### src/rtl/logic_gate_pkg.sv
`default_nettype none
// ============================================================================
// Module      : logic_gate_pkg
// Description : Shared op codes and helpers for the logic_gate_pipe datapath.
// Revision    : 1.0 - initial release
// ============================================================================
package logic_gate_pkg;

  localparam int OP_W = 3;

  typedef logic [OP_W-1:0] op_t;

  localparam op_t OP_AND     = 3'd0;
  localparam op_t OP_OR      = 3'd1;
  localparam op_t OP_NOR     = 3'd2;
  localparam op_t OP_NAND    = 3'd3;
  localparam op_t OP_XOR     = 3'd4;
  localparam op_t OP_XNOR    = 3'd5;
  localparam op_t OP_NOT     = 3'd6;
  localparam op_t OP_ILLEGAL = 3'd7;

  // Lane count must stay within the range the reduction tree was sized for.
  function automatic bit n_in_legal(input int n);
    return (n >= 2) && (n <= 8);
  endfunction

endpackage
`default_nettype wire

### src/rtl/logic_gate_pipe_if.sv
`default_nettype none
// ============================================================================
// Module      : logic_gate_pipe_if
// Description : Input/output valid-ready bus of the logic_gate_pipe stage.
// Revision    : 1.0 - initial release
// ============================================================================
interface logic_gate_pipe_if
  import logic_gate_pkg::*;
#(
  parameter int WIDTH = 8,
  parameter int N_IN  = 2
);
  logic                  in_valid;
  logic                  in_ready;
  op_t                   in_op;
  logic [N_IN*WIDTH-1:0] in_data;
  logic                  out_valid;
  logic                  out_ready;
  logic [WIDTH-1:0]      out_data;
  op_t                   out_op;

  // Producer/consumer side driving transactions into the stage.
  modport master (
    output in_valid, in_op, in_data, out_ready,
    input  in_ready, out_valid, out_data, out_op
  );

  // The pipeline stage itself.
  modport slave (
    input  in_valid, in_op, in_data, out_ready,
    output in_ready, out_valid, out_data, out_op
  );
endinterface
`default_nettype wire

### src/rtl/logic_gate_pipe_gate_reduce.sv
`default_nettype none
// ============================================================================
// Module      : gate_reduce
// Description : Combinational bitwise reduction of N_IN lanes by op code.
// Revision    : 1.0 - initial release
// ============================================================================
module gate_reduce
  import logic_gate_pkg::*;
#(
  parameter int WIDTH = 8,
  parameter int N_IN  = 2
) (
  input  op_t                   op,
  input  logic [N_IN*WIDTH-1:0] lanes,
  output logic [WIDTH-1:0]      result
);

  logic [WIDTH-1:0] w_and;
  logic [WIDTH-1:0] w_or;
  logic [WIDTH-1:0] w_xor;

  // Fold all lanes into AND/OR/XOR reductions, then pick by op code.
  always_comb begin
    w_and = lanes[WIDTH-1:0];
    w_or  = lanes[WIDTH-1:0];
    w_xor = lanes[WIDTH-1:0];
    for (int k = 1; k < N_IN; k++) begin
      w_and = w_and & lanes[k*WIDTH +: WIDTH];
      w_or  = w_or  | lanes[k*WIDTH +: WIDTH];
      w_xor = w_xor ^ lanes[k*WIDTH +: WIDTH];
    end
    case (op)
      OP_AND:  result = w_and;
      OP_OR:   result = w_or;
      OP_NOR:  result = ~w_or;
      OP_NAND: result = ~w_and;
      OP_XOR:  result = w_xor;
      OP_XNOR: result = ~w_xor;
      OP_NOT:  result = ~lanes[WIDTH-1:0];
      default: result = '0;  // illegal op yields zero
    endcase
  end

endmodule
`default_nettype wire

### src/rtl/logic_gate_pipe.sv
`default_nettype none
// ============================================================================
// Module      : logic_gate_pipe
// Description : Registered gate stage with 2-entry skid buffer, saturating
//               transfer counter and sticky illegal-op flag.
// Revision    : 1.0 - initial release
// ============================================================================
module logic_gate_pipe
  import logic_gate_pkg::*;
#(
  parameter int WIDTH = 8,
  parameter int N_IN  = 2,
  parameter int CNT_W = 16
) (
  input  logic               clk,
  input  logic               rst,
  logic_gate_pipe_if.slave   bus,
  output logic [CNT_W-1:0]   op_count,
  output logic               err_op
);

  if (!n_in_legal(N_IN)) begin : g_bad_n_in
    $error("logic_gate_pipe: N_IN must be in 2..8");
  end

  logic [WIDTH-1:0] w_result;
  logic             w_accept;
  logic             w_pop;
  logic             w_skid_valid_nxt;

  logic             r_in_ready;
  logic             r_main_valid;
  logic [WIDTH-1:0] r_main_data;
  op_t              r_main_op;
  logic             r_skid_valid;
  logic [WIDTH-1:0] r_skid_data;
  op_t              r_skid_op;
  logic [CNT_W-1:0] r_op_count;
  logic             r_err_op;

  gate_reduce #(
    .WIDTH (WIDTH),
    .N_IN  (N_IN)
  ) u_reduce (
    .op     (bus.in_op),
    .lanes  (bus.in_data),
    .result (w_result)
  );

  assign w_accept = bus.in_valid && r_in_ready;
  assign w_pop    = r_main_valid && bus.out_ready;

  // Skid fills only when an accept lands on a held main entry; it drains on
  // any pop. in_ready is the registered complement, so out_ready never
  // reaches in_ready combinationally.
  always_comb begin
    w_skid_valid_nxt = r_skid_valid;
    if (r_skid_valid && w_pop) begin
      w_skid_valid_nxt = 1'b0;
    end else if (!r_skid_valid && w_accept && r_main_valid && !w_pop) begin
      w_skid_valid_nxt = 1'b1;
    end
  end

  // Main/skid entry update; a pop with a full skid cannot coincide with an
  // accept because in_ready is low whenever skid is full.
  always_ff @(posedge clk) begin
    if (rst) begin
      r_in_ready   <= 1'b0;
      r_main_valid <= 1'b0;
      r_main_data  <= '0;
      r_main_op    <= '0;
      r_skid_valid <= 1'b0;
      r_skid_data  <= '0;
      r_skid_op    <= '0;
    end else begin
      r_in_ready   <= !w_skid_valid_nxt;
      r_skid_valid <= w_skid_valid_nxt;
      if (w_pop) begin
        if (r_skid_valid) begin
          r_main_data <= r_skid_data;
          r_main_op   <= r_skid_op;
        end else if (w_accept) begin
          r_main_data <= w_result;
          r_main_op   <= bus.in_op;
        end else begin
          r_main_valid <= 1'b0;
        end
      end else if (w_accept) begin
        if (!r_main_valid) begin
          r_main_valid <= 1'b1;
          r_main_data  <= w_result;
          r_main_op    <= bus.in_op;
        end else begin
          r_skid_data <= w_result;
          r_skid_op   <= bus.in_op;
        end
      end
    end
  end

  // Count completed output transfers, holding at all-ones.
  always_ff @(posedge clk) begin
    if (rst) begin
      r_op_count <= '0;
    end else if (w_pop && (r_op_count != {CNT_W{1'b1}})) begin
      r_op_count <= r_op_count + 1'b1;
    end
  end

  // Sticky flag raised when an illegal op is accepted.
  always_ff @(posedge clk) begin
    if (rst) begin
      r_err_op <= 1'b0;
    end else if (w_accept && (bus.in_op == OP_ILLEGAL)) begin
      r_err_op <= 1'b1;
    end
  end

  assign bus.in_ready  = r_in_ready;
  assign bus.out_valid = r_main_valid;
  assign bus.out_data  = r_main_data;
  assign bus.out_op    = r_main_op;
  assign op_count      = r_op_count;
  assign err_op        = r_err_op;

endmodule
`default_nettype wire

### src/flat_wrapper.sv
// flat-port wrapper written by rule: the top's interface ports become plain ports
module logic_gate_pipe_flat import logic_gate_pkg::*;
#(
  parameter int WIDTH = 8,
  parameter int N_IN  = 2,
  parameter int CNT_W = 16
)
  (clk, rst, op_count, err_op, bus_in_valid, bus_in_op, bus_in_data, bus_out_ready, bus_in_ready, bus_out_valid, bus_out_data, bus_out_op);
  logic_gate_pipe_if #(.WIDTH(WIDTH), .N_IN(N_IN)) bus_i ();
  input  logic clk;
  input  logic rst;
  output logic [CNT_W-1:0] op_count;
  output logic err_op;
  input wire logic [$bits(bus_i.in_valid)-1:0] bus_in_valid;
  input wire logic [$bits(bus_i.in_op)-1:0] bus_in_op;
  input wire logic [$bits(bus_i.in_data)-1:0] bus_in_data;
  input wire logic [$bits(bus_i.out_ready)-1:0] bus_out_ready;
  output wire logic [$bits(bus_i.in_ready)-1:0] bus_in_ready;
  output wire logic [$bits(bus_i.out_valid)-1:0] bus_out_valid;
  output wire logic [$bits(bus_i.out_data)-1:0] bus_out_data;
  output wire logic [$bits(bus_i.out_op)-1:0] bus_out_op;
  assign bus_i.in_valid = bus_in_valid;
  assign bus_i.in_op = bus_in_op;
  assign bus_i.in_data = bus_in_data;
  assign bus_i.out_ready = bus_out_ready;
  assign bus_in_ready = bus_i.in_ready;
  assign bus_out_valid = bus_i.out_valid;
  assign bus_out_data = bus_i.out_data;
  assign bus_out_op = bus_i.out_op;
  logic_gate_pipe #(.WIDTH(WIDTH), .N_IN(N_IN), .CNT_W(CNT_W)) u_core (.clk(clk), .rst(rst), .bus(bus_i), .op_count(op_count), .err_op(err_op));
endmodule
### config.mk
export PLATFORM = sky130hd
export DESIGN_NAME = logic_gate_pipe_flat
export DESIGN_NICKNAME = d
export VERILOG_FILES = /design/src/rtl/logic_gate_pkg.sv /design/src/rtl/logic_gate_pipe_if.sv /design/src/rtl/logic_gate_pipe_gate_reduce.sv /design/src/rtl/logic_gate_pipe.sv /design/src/flat_wrapper.sv
export SDC_FILE = /design/constraint.sdc
export NUM_CORES = 1
export LEC_CHECK = 0
export ABC_CLOCK_PERIOD_IN_PS = 1900
export BUFFER_PORTS_ARGS = -buffer_cell sky130_fd_sc_hd__buf_2
export CORE_MARGIN = 2
export CORE_UTILIZATION = 45
export DETAILED_ROUTE_END_ITERATION = 7
export PLACE_DENSITY = 0.68
export SYNTH_ARGS = -nofsm -noshare
export SYNTH_HDL_FRONTEND = slang
export SYNTH_HIERARCHICAL = 1
export SYNTH_SLANG_ARGS = --single-unit
### constraint.sdc
create_clock -name clk -period 1.9 [get_ports clk]
set_input_delay 0.285 -clock clk [delete_from_list [all_inputs] [get_ports clk]]
set_output_delay 0.285 -clock clk [all_outputs]
set_load 0.03 [all_outputs]
# Word-level counts from Yosys, hierarchy flattened
# Cells that the tools add are included.
[totals] register_bits=42 in_bits=23 word_cells=63
[op_classes] addsub=1 n_eq_ne=11 mux=17 bitwise=8 n_reduce_logical=17
[op_table] operator="$pmux W8 S7" n=1
[op_table] operator="$mux W8" n=5
[op_table] operator="$not A8 Y8" n=4
[op_table] operator="$add A16 B1 Y16 const B" n=1
[op_table] operator="$ne A16 B16 Y1 const B" n=1
[op_table] operator="$mux W3" n=5
[op_table] operator="$eq A3 B3 Y1 const B" n=4
[op_table] operator="$reduce_and A3 Y1" n=3
[op_table] operator="$and A8 B8 Y8" n=1
[op_table] operator="$logic_and A1 B1 Y1" n=8
[op_table] operator="$or A8 B8 Y8" n=1
[op_table] operator="$xor A8 B8 Y8" n=1
[op_table] operator="$eq A3 B2 Y1 const B" n=2
[op_table] operator="$mux W1" n=6
[op_table] operator="$ne A2 B2 Y1 const B" n=2
[op_table] operator="$reduce_bool A2 Y1" n=2
[op_table] operator="$eq A3 B1 Y1 const B" n=1
[op_table] operator="$logic_not A1 Y1" n=3
[op_table] operator="$logic_not A3 Y1" n=1
[op_table] operator="$ne A2 B1 Y1 const B" n=1
[op_table] operator="$not A1 Y1" n=1

# Longest topological paths before layout
# Gate-level depths: netlist (run 1).
[depth] word_depth=7 depth_mapped=7

# By module
# The synthesis (run 1) kept the hierarchy.
[by_module_without_submodules] module="logic_gate_pipe" n_inst=1 cells_each=221 area_per_inst_um2=1863.0 seq_area_each_um2=840.8
[by_module_without_submodules] module="gate_reduce" n_inst=1 cells_each=106 area_per_inst_um2=840.8 seq_area_each_um2=0.0

# Least setup slack after synthesis (run 1)
# OpenSTA, ideal clock, no wires.
[synth_timing] kind="register -> register" from="register u_core.r_op_count[3], in the netlist u_core/op_count[3]" to="register u_core.r_op_count[13], in the netlist u_core/op_count[13]" t_arrival_ps=1884 slack_ps=-105 path_stages_with_launch=5 cell_sequence="dfxtp_1 -> nand3_1 -> or3_1 -> nor4b_2 -> mux2_2"
[synth_between] elab_chain_len=2 elab_cells_between_ends=3
[synth_rtl] element="from (decl)" line_no="logic_gate_pipe.sv:38" source="logic [CNT_W-1:0] r_op_count;"
[synth_rtl] element="from (signal assigned)" line_no="logic_gate_pipe.sv:107" source="r_op_count <= r_op_count + 1'b1;"
[synth_rtl] element="branches (longest 2 deep; another with $add A16 B1 Y16)"
# Parallel ways; which one is timed is not known.
# A chain may end at the register's enable or synchronous reset.

# Final worst setup path (run 1)
[layout_timing] from="register u_core.r_op_count[0], in the netlist u_core/op_count[0]" to="register u_core.r_op_count[7], in the netlist u_core/op_count[7]"
# Same word-level chain as after synthesis.

==> summary.txt, run 1 <==
Timing
  – Final setup vio count: 0
  – Setup WS post-layout: 57.24 ps
  – Tcrit/Tclk final: 96.99%
  – Post-Route Skew: 8.022 ps
  – Slew @ Worst Pin: 530.6 ps
  – Final hold vios: 0
  – Minimum clock period: 1843 ps
  – Fmax: 542.7 MHz
  – Worst slew margin: 64.63%
  – Final-report max-slew violation count: 0
  – Setup TNS Final: 0 ps
  – RSZ-0062 raised after global routing: false

CTS
  – Num CTS Buffers: 5
  – Clock-pin slew on the worst setup and hold paths: 80 ps
  – CTS tree: built
  – Deepest clock path buffer count: 2
  – Hold_buf cts: 0
  – Clock Latency Late Sink: 290 ps
  – CTS Root Buffer Type: clkbuf_8
  – Htree depth: 2
  – Clock Sinks: 42

Layout
  – Most frequent cells in the layout: buf_2, dfxtp_1, nand2_1
  – Share of layout cells above drive strength 1: 26.10%
  – Area delta synth->final: 18.93%
  – Most common cell after layout, fill and taps aside: buf_2
  – Layout Nets: 426
  – Layout Cells excl Fill: 462
  – Post-route cell area: 3216 um^2
  – Fillers: 559
  – Diode count: 0

Synthesis
  – Synth top area share: 31.10%
  – Leading area contributor after synthesis: dfxtp_1
  – Distinct cells, synth: 46
  – Post-synthesis sequential area ratio: 31.10%
  – Yosys warning total: 6
  – Syn nets: 367
  – Asr flop ratio synth: 0%
  – Mapped Cells: 327
  – Synth Flop Type: dfxtp_1
  – Avg Cell Area, Syn: 8.269 um^2
  – Mapped cell area: 2704 um^2
  – Synth area leaders: dfxtp_1, ha_1, mux2i_1
  – EDFF count, synth: 0
  – Yosys reg bits: 42

Route
  – Avg WL per Cell: 13.08 um
  – Final wirelength: 6.044 mm
  – First-pass iteration count of the detailed router: 4
  – ANT nets after route: 0
  – Initial DRC Count: 133
  – Vias per cell: 5.457
  – Drc violations: 0
  – Vias: 2,521

Placement
  – DP HPWL: 4.517 mm
  – Place WS: 96.18 ps
  – Placer Congestion: 0.8495
  – Placed Instances: 452
  – I/O Buffers: 52
  – Placed Area: 3089 um^2

Pwr
  – VDD IR max: 0.3894 mV
  – Lkg Pwr: 1.434 nW
  – Cell area power density: 616.0 nW/um^2
  – Total Power: 0.001981 W

Floorplanning
  – Core box area: 5851 um^2
  – Io pins: 53
  – DIE AREA: 6645 um^2
  – Die Span Y: 81.52 um
  – Starting Density: 46.21%
  – FP Rows: 28
  – Die width: 81.52 um

Outcome
  – Status: complete, no violations

Min path
  – Hold_sp: bus_in_valid
  – Hold Path Class: in2reg

Worst setup path
  – Worst Path Max Fanout: 10
  – Reg-to-Reg Start: u_core/op_count[0]
  – Crit end category: flop
  – Crit path launch type: flop
  – CP arrival: 2070 ps
  – WS Path Type: reg2reg
  – CP Launch Point: u_core/op_count[0]
  – Data required time at the worst endpoint: 2130 ps

GRT
  – Largest net degree at the start of global routing: 33
  – Grt ovf: 0
  – Global-route wire length before repair: 10.21 mm
  – Global Route Usage Sum: 19.06%
  – Initial antenna violation count: 0
  – Vias in the first global route: 2,403

Flow run
  – Max-cap violations: 0
-- power by group --
group,internal (W),switching [W]
Clock,0.000392,0.000299
Sequential,0.000906,0.0000172
Combinational,0.000152,0.000215
Total,0.00145,0.000531
-- cells by family after synthesis --
| group | after synthesis | share of synthesized area, % |
|---|---|---|
| simple gates | 123 | 24.02 |
| fa+ha+maj | 17 | 7.867 |
| mux | 25 | 9.532 |
| compound gates | 72 | 18.05 |
| flops | 42 | 31.10 |
| xor+xnor | 8 | 2.591 |
| buf+inv | 40 | 6.848 |
-- worst max-delay path, cell delays in order (launching register included) --
cell and delay (ps):
dfxtp_2 350, ha_1 240, nand4_1 150, nor4_4 40, buf_4 170, buf_4 170
or4_1 490, a21oi_1 160
-- state kept, by name (all words and copies together) (netlist names) --
signal,flops
u_core/op_count,16
u_core/bus.out_data,8
u_core/r_skid_data,8
u_core/bus.out_op,3
u_core/r_skid_op,3
u_core/bus.in_ready,1
u_core/bus.out_valid,1
u_core/err_op,1
u_core/r_skid_valid,1
-- synth_stat cells (7+ instances only) --
library cell / n
a21oi_1: 26
nand2_1: 34
o31ai_1: 8
nor2b_1: 11
nand3_1: 10
buf_2: 7
clkbuf_1: 8
nor2_1: 26
inv_1: 20
ha_1: 17
a211oi_1: 16
mux2i_1: 19
dfxtp_1: 42
-- through the flow --
step           hold slack, ps  utilization, %
2_1_floorplan           421.0               -
3_3_place_gp            441.1           52.80
3_5_place_dp            446.2           52.80
4_1_cts                 339.6           54.68
5_1_grt                 362.6           54.96
6_report                341.9           54.96
-- what timing repair did --
| item | 4_1_cts | 5_1_grt |
|---|---|---|
| setup endpoints to repair | 0 | 6 |
| buffers inserted | 0 | 2 |
| gates resized for setup | 0 | 1 |
-- area by class of cell --
cell class              count  area, um^2  area share (%)
well taps                  75       93.84           2.918
multi-input cells         245        1678           52.18
inverters                  20       75.07           2.335
clock inverters             2       37.54           1.167
flip-flops and latches     42       848.3           26.38
clock buffers               6       72.57           2.257
repair buffers             72       410.4           12.76
-- per-layer routing --
layer	wire [um]	part of all wire, %	GRT usage, %	vias up
li1	-	-	-	1273
met1	2741	45	23.10	1179
met2	2927	48	34.67	63
met3	310	5.1	3.297	6
met4	64	1.1	4.746	0
met5	0	0	0	-
-- final timing paths --
path | end | slack, ps | depth (start not counted)
worst min register to register | u_core/r_skid_data[1] | 460 | 2
worst max register to register | u_core/op_count[7] | 60 | 7
worst max-delay path | u_core/op_count[7] | 60 | 7
worst min-delay path | u_core/bus.out_valid | 340 | 3
No activity file was read; power rests on OpenSTA's default activity.
==> inputs of run 2 (changes only) <==
Settings changed: ABC_AREA set to 1, ABC_CLOCK_PERIOD_IN_PS 1900 to 1600, PLACE_DENSITY 0.68 to 0.7.
Clock period 1.9 ns to 1.6 ns, I/O delays scaled along.
==> run 2 against run 1 <==
  * Non-clock buffer count fell by 8
  * Sequential share of layout area down 1.3 points
  * Highest routed layer unchanged
  * Clock-buffer cell count grew 1
  * Clock skew down 2.8 ps
  * Flip-flop and latch count did not move
  * Largest cell class unchanged
  * Area after synthesis increased by 8.8%
  * Sequential power is 18% higher
  * Global-route usage is 0.46 points higher
  * Clock power fell by 7.2%
  * Synthesized cell count up 44%
  * Critical endpoint is now u_core/op_count[3]
==> summary.txt, run 2 <==
Outcome
  – Status: complete, no violations

Pwr
  – Net load switching power: 0.0006370 W
  – Clock network power share: 29.8%
  – Internal power: 0.001516 W
  – Logic gate share of total power: 19.8%
  – Lkg Pwr: 1.829 nW
  – Switch share: 29.59%
  – Seq pwr share: 50.4%
  – VDD IR max: 0.4317 mV
  – Cell area power density: 642.5 nW/um^2
  – Total Power: 0.002153 W

CTS
  – Deepest clock path buffer count: 2
  – Hold_buf cts: 0
  – Clock Latency Late Sink: 290 ps
  – Clock-pin slew on the worst setup and hold paths: 80 ps
  – Num CTS Buffers: 5
  – CTS Root Buffer Type: clkbuf_8
  – Clock Sinks: 42
  – CTS tree: built
  – Htree depth: 2

Synthesis
  – Most frequent cell after synthesis: nor2_1
  – Largest family of logic cells by synthesized area: simple AND/OR/NAND/NOR gates
  – Synth area leaders: dfxtp_1, nor2_1, nand2_1
  – Syn nets: 511
  – Simple-gate share of the synthesized area: 43.11%
  – Yosys warning total: 6
  – Synth Flop Type: dfxtp_1
  – Synth cell count leaders: nor2_1, nand2_1, inv_1
  – Leading area contributor after synthesis: dfxtp_1
  – Asr flop ratio synth: 0%
  – Adder-cell share of the synthesized area: 7.228%
  – Multiplexer area fraction after synthesis: 0%
  – Synth Area in Compound Gates: 8.503%
  – Mapped cell area: 2943 um^2
  – Mapped Cells: 471
  – Post-synthesis sequential area ratio: 28.57%
  – EDFF count, synth: 0
  – Yosys reg bits: 42
  – Avg Cell Area, Syn: 6.248 um^2
  – Synth top area share: 28.57%
  – Distinct cells, synth: 24
  – XOR/XNOR Fraction of Synth Area: 0%

Worst setup path
  – Reg2Reg Depth: 5
  – Crit path launch type: flop
  – Critical R2R Capture: u_core/op_count[3]
  – Reg-to-Reg Start: u_core/op_count[9]
  – Reg-to-reg setup timing slack: 150 ps
  – WS Path Type: reg2reg
  – CP arrival: 1640 ps
  – Data required time at the worst endpoint: 1790 ps
  – Crit end category: flop
  – Worst Path Max Fanout: 11

Min path
  – Hold Path Class: in2reg
  – Hold path cells: 2
  – Hold_sp: rst
  – WHS Endpoint: u_core/r_skid_valid

Layout
  – Most frequent cells in the layout: nor2_1, nand2_1, inv_1
  – Layout Nets: 564
  – Share of layout cells above drive strength 1: 17.18%
  – Layout Cells excl Fill: 601
  – Max FFs per register: 16
  – Most common cell after layout, fill and taps aside: nor2_1
  – Area delta synth->final: 13.86%
  – Diode count: 0
  – Final core utilization: 52.77%

Timing
  – Minimum clock period: 1448 ps
  – Final hold vios: 0
  – Final setup vio count: 0
  – Worst slew margin: 74.06%
  – Fmax: 690.8 MHz
  – Worst Hold Slack: 274.1 ps
  – Final-report max-slew violation count: 0
  – Slew @ Worst Pin: 388.2 ps
  – Setup TNS Final: 0 ps
  – Tcrit/Tclk final: 90.48%
  – Post-Route Skew: 5.181 ps

Floorplanning
  – Core box area: 6350 um^2
  – Starting Density: 46.34%
  – Die Span Y: 84.87 um
  – FP Rows: 29
  – Die width: 84.87 um
  – DIE AREA: 7202 um^2
  – Io pins: 53

Placement
  – Placer Congestion: 0.9202
  – Placed Instances: 593
  – I/O Buffers: 52
  – DP HPWL: 5.125 mm

Flow run
  – Max-cap violations: 0

GRT
  – Initial antenna violation count: 0
  – Largest net degree at the start of global routing: 32
  – Global-route wire length before repair: 11.81 mm
  – Global Route Usage Sum: 19.52%
  – Grt ovf: 0
  – Vias in the first global route: 2,540

Route
  – Vias: 3,094
  – Initial DRC Count: 180
  – Drc violations: 0
  – Final wirelength: 7.144 mm
  – Avg WL per Cell: 11.89 um
  – First-pass iteration count of the detailed router: 5
  – ANT nets after route: 0
  – Vias per cell: 5.148
==> run 2: cell count changes in the layout (fill, tap and decap cells not counted), moves of 8 or more <==
cell / previous run / this run
a211oi_1: 16 / 0
o31ai_1: 8 / 0
nor2b_1: 11 / 0
mux2i_1: 19 / 0
buf_4: 20 / 11
inv_1: 20 / 58
nand3_1: 10 / 32
o21ai_0: 6 / 27
nand4_1: 5 / 30
nand2_1: 34 / 90
nor2_1: 26 / 109
==> run 2: worst max-delay path, stage by stage (launching register included) <==
cell	delay [ps]
dfxtp_1	430
nand2_1	100
nor2_1	270
nand3_2	250
a21oi_1	230
nor2_1	70
==> run 2: timing repair <==
item | 4_1_cts | 5_1_grt
gates resized for setup | 0 | 3
buffers inserted | 0 | 1
endpoints found under the setup margin | 0 | 8
==> run 2: cells by family after synthesis <==
family / Yosys count
adder cells (fa/ha/maj): 17
buffers and inverters: 81
flip-flops: 42
AO/OA/AOI/OAI: 50
AND/OR/NAND/NOR: 281
==> run 2: stage by stage <==
step	setup slack (ps)	instance area (um^2)
final	152.4	3351
after detailed placement	91.79	3261
after global placement	112.1	3261
after global routing	-15.32	3351
after floorplan	23.50	2943
after CTS	109.5	3337
==> run 2: per-layer routing <==
| layer | GRT usage (%) | up-vias | wire length [um] |
|---|---|---|---|
| met5 | 0 | - | 0 |
| met3 | 3.210 | 4 | 404 |
| met2 | 28.56 | 97 | 3088 |
| li1 | - | 1606 | - |
| met4 | 5.051 | 0 | 51 |
| met1 | 29.72 | 1387 | 3600 |
==> run 2: power by group through the flow <==
| stage | Clock, W | Sequential (W) | Combinational (W) |
|---|---|---|---|
| after floorplan | 0 | 0.00115 | 0.000255 |
| after global placement | 0 | 0.00111 | 0.000416 |
| after detailed placement | 0 | 0.00111 | 0.000425 |
| after CTS | 0.000667 | 0.00109 | 0.000426 |
| after global routing | 0.000713 | 0.00109 | 0.000477 |
| final | 0.000641 | 0.00109 | 0.000426 |
==> run 2: final cells by class <==
type                            count  area (um^2)
Timing Repair Buffer               64        362.8
Fill cell                         637         2999
Clock buffer                        7        76.32
Sequential cell                    42        842.1
Inverter                           63        236.5
Multi-Input combinational cell    348         1737
Tap cell                           77        96.34
==> run 2: how the worst max path moves through the flow <==
stage	endpoint	slack, ps	start
final	u_core/op_count[3]	150	u_core/op_count[9]
after floorplan	u_core/op_count[13]	20	u_core/op_count[0]
after global routing	u_core/op_count[14]	-20	u_core/op_count[0]
after CTS	u_core/op_count[3]	110	u_core/op_count[1]
after global placement	u_core/bus.out_data[2]	110	bus_in_op[2]
after detailed placement	u_core/bus.out_data[2]	90	bus_in_op[2]
==> inputs of run 3 (changes only) <==
Settings changed: ABC_CLOCK_PERIOD_IN_PS 1600 to 1510, PLACE_DENSITY 0.7 to 0.68, SKIP_CTS_REPAIR_TIMING set to 1.
Clock period 1.6 ns to 1.51 ns, I/O delays scaled along.
==> run 3 against run 2 <==
  * Combinational power grew 12%
  * Total power grew 11%
  * Non-clock buffer count grew 18
  * Clock power grew 17%
  * Clock-buffer cell count is the same
  * Flip-flop and latch count is the same
  * First-iteration DRC count grew 14%
  * Setup slack lost 44 ps
  * Maximum frequency grew 3.3%
  * Register-to-register slack lost 40 ps
  * Critical endpoint is now u_core/bus.out_op[0]
  * Largest power group unchanged
==> summary.txt, run 3 (synthesis results as in run 2) <==
Outcome
  – Status: complete, no violations

Layout
  – Area delta synth->final: 19.47%
  – Most common cell after layout, fill and taps aside: nor2_1
  – Diode count: 0
  – Max FFs per register: 16
  – Most frequent cells in the layout: nor2_1, nand2_1, inv_1
  – Layout Nets: 582
  – Share of layout cells above drive strength 1: 21.73%

Route
  – Vias: 3,152
  – ANT nets after route: 0
  – Initial DRC Count: 206
  – First-pass iteration count of the detailed router: 5
  – Vias per cell: 5.084
  – Avg WL per Cell: 11.59 um
  – Drc violations: 0
  – Final wirelength: 7.186 mm

Timing
  – Setup TNS Final: 0 ps
  – Minimum clock period: 1401 ps
  – Post-Route Skew: 2.670 ps
  – Setup WS post-layout: 108.6 ps
  – RSZ-0062 raised after global routing: true
  – Slew @ Worst Pin: 281.9 ps
  – Worst slew margin: 81.14%
  – Final hold vios: 0
  – Final setup vio count: 0
  – Final-report max-slew violation count: 0
  – Fmax: 713.6 MHz
  – Tcrit/Tclk final: 92.81%

Floorplanning
  – FP Rows: 29
  – Core box area: 6350 um^2
  – DIE AREA: 7202 um^2
  – Die width: 84.87 um
  – Io pins: 53
  – Die Span Y: 84.87 um
  – Starting Density: 46.34%

CTS
  – Num CTS Buffers: 5
  – CTS Root Buffer Type: clkbuf_8
  – Deepest clock path buffer count: 2
  – Clock-pin slew on the worst setup and hold paths: 80 ps
  – Htree depth: 2
  – Clock Sinks: 42
  – Clock Latency Late Sink: 290 ps
  – CTS tree: built

GRT
  – Global Route Usage Sum: 20.90%
  – GRT met2 Usage: 32.71%
  – GR met3 Demand/Resource: 3.794%
  – Initial antenna violation count: 0
  – Grt ovf: 0
  – Vias in the first global route: 2,870
  – Global-route wire length before repair: 12.72 mm
  – Busiest grt layer: met2
  – M1 GR Usage: 29.96%
  – Largest net degree at the start of global routing: 32

Placement
  – Placer Congestion: 0.9102
  – Place WS: 57.43 ps
  – DP HPWL: 5.407 mm
  – I/O Buffers: 52

Worst setup path
  – Crit path launch type: flop
  – Worst Path Max Fanout: 6
  – Crit end category: flop
  – WS Path Type: reg2reg
  – CP arrival: 1570 ps
  – Data required time at the worst endpoint: 1680 ps

Min path
  – Hold Path Class: in2reg

Pwr
  – Lkg Pwr: 1.929 nW
  – Cell area power density: 676.8 nW/um^2
  – VDD IR max: 0.4231 mV

Flow run
  – Max-cap violations: 0
==> run 3: layer usage <==
layer  part of all wire, %  vias to the layer above
met5                     0                        -
met2                    44                      107
met4                   1.3                        0
met1                    48                     1398
met3                   7.2                        9
li1                      -                     1638
==> run 3: critical path, cell delays in order, from the launching register on <==
cell,delay [ps]
dfxtp_1,360
inv_1,70
or2_4,260
nand2_1,200
buf_4,190
nor2_1,40
o21ai_0,70
a21oi_1,80
==> run 3: final timing paths <==
| kind | start | to | slack (ps) | cells past startpoint |
|---|---|---|---|---|
| min | rst | u_core/err_op | 270 | 2 |
| max | u_core/bus.out_valid | u_core/bus.out_op[0] | 110 | 7 |
| min reg2reg | u_core/r_skid_data[1] | u_core/r_skid_data[1] | 450 | 2 |
| max reg2reg | u_core/bus.out_valid | u_core/bus.out_op[0] | 110 | 7 |
==> run 3: power by group <==
part / total [W] / internal, W / switching [W]
clock network: 0.000751 / 0.000369 / 0.000382
registers: 0.00115 / 0.00114 / 0.0000140
logic: 0.000478 / 0.000174 / 0.000304
==> run 3: per-stage QoR <==
step / util (%) / area [um^2] / power, W / hold WS, ps / std cells
after CTS: 54.96 / 3490 / 0.002415 / 264.2 / 619
after global placement: 53.52 / 3398 / 0.001644 / 433.5 / 611
after detailed placement: 53.52 / 3398 / 0.001655 / 437.2 / 611
after floorplan: - / 2945 / 0.001495 / 295.6 / 471
after global routing: 55.37 / 3516 / 0.002509 / 274.1 / 620
final: 55.37 / 3516 / 0.002379 / 268.2 / 620
==> run 3: area by class of cell <==
type | instances | area (um^2)
fillers | 660 | 2834
multi-input cells | 348 | 1744
flip-flops and latches | 42 | 849.6
repair buffers | 82 | 498.0
inverters | 63 | 236.5
well taps | 77 | 96.34
clock buffers | 7 | 86.33
clock inverters | 1 | 5.005
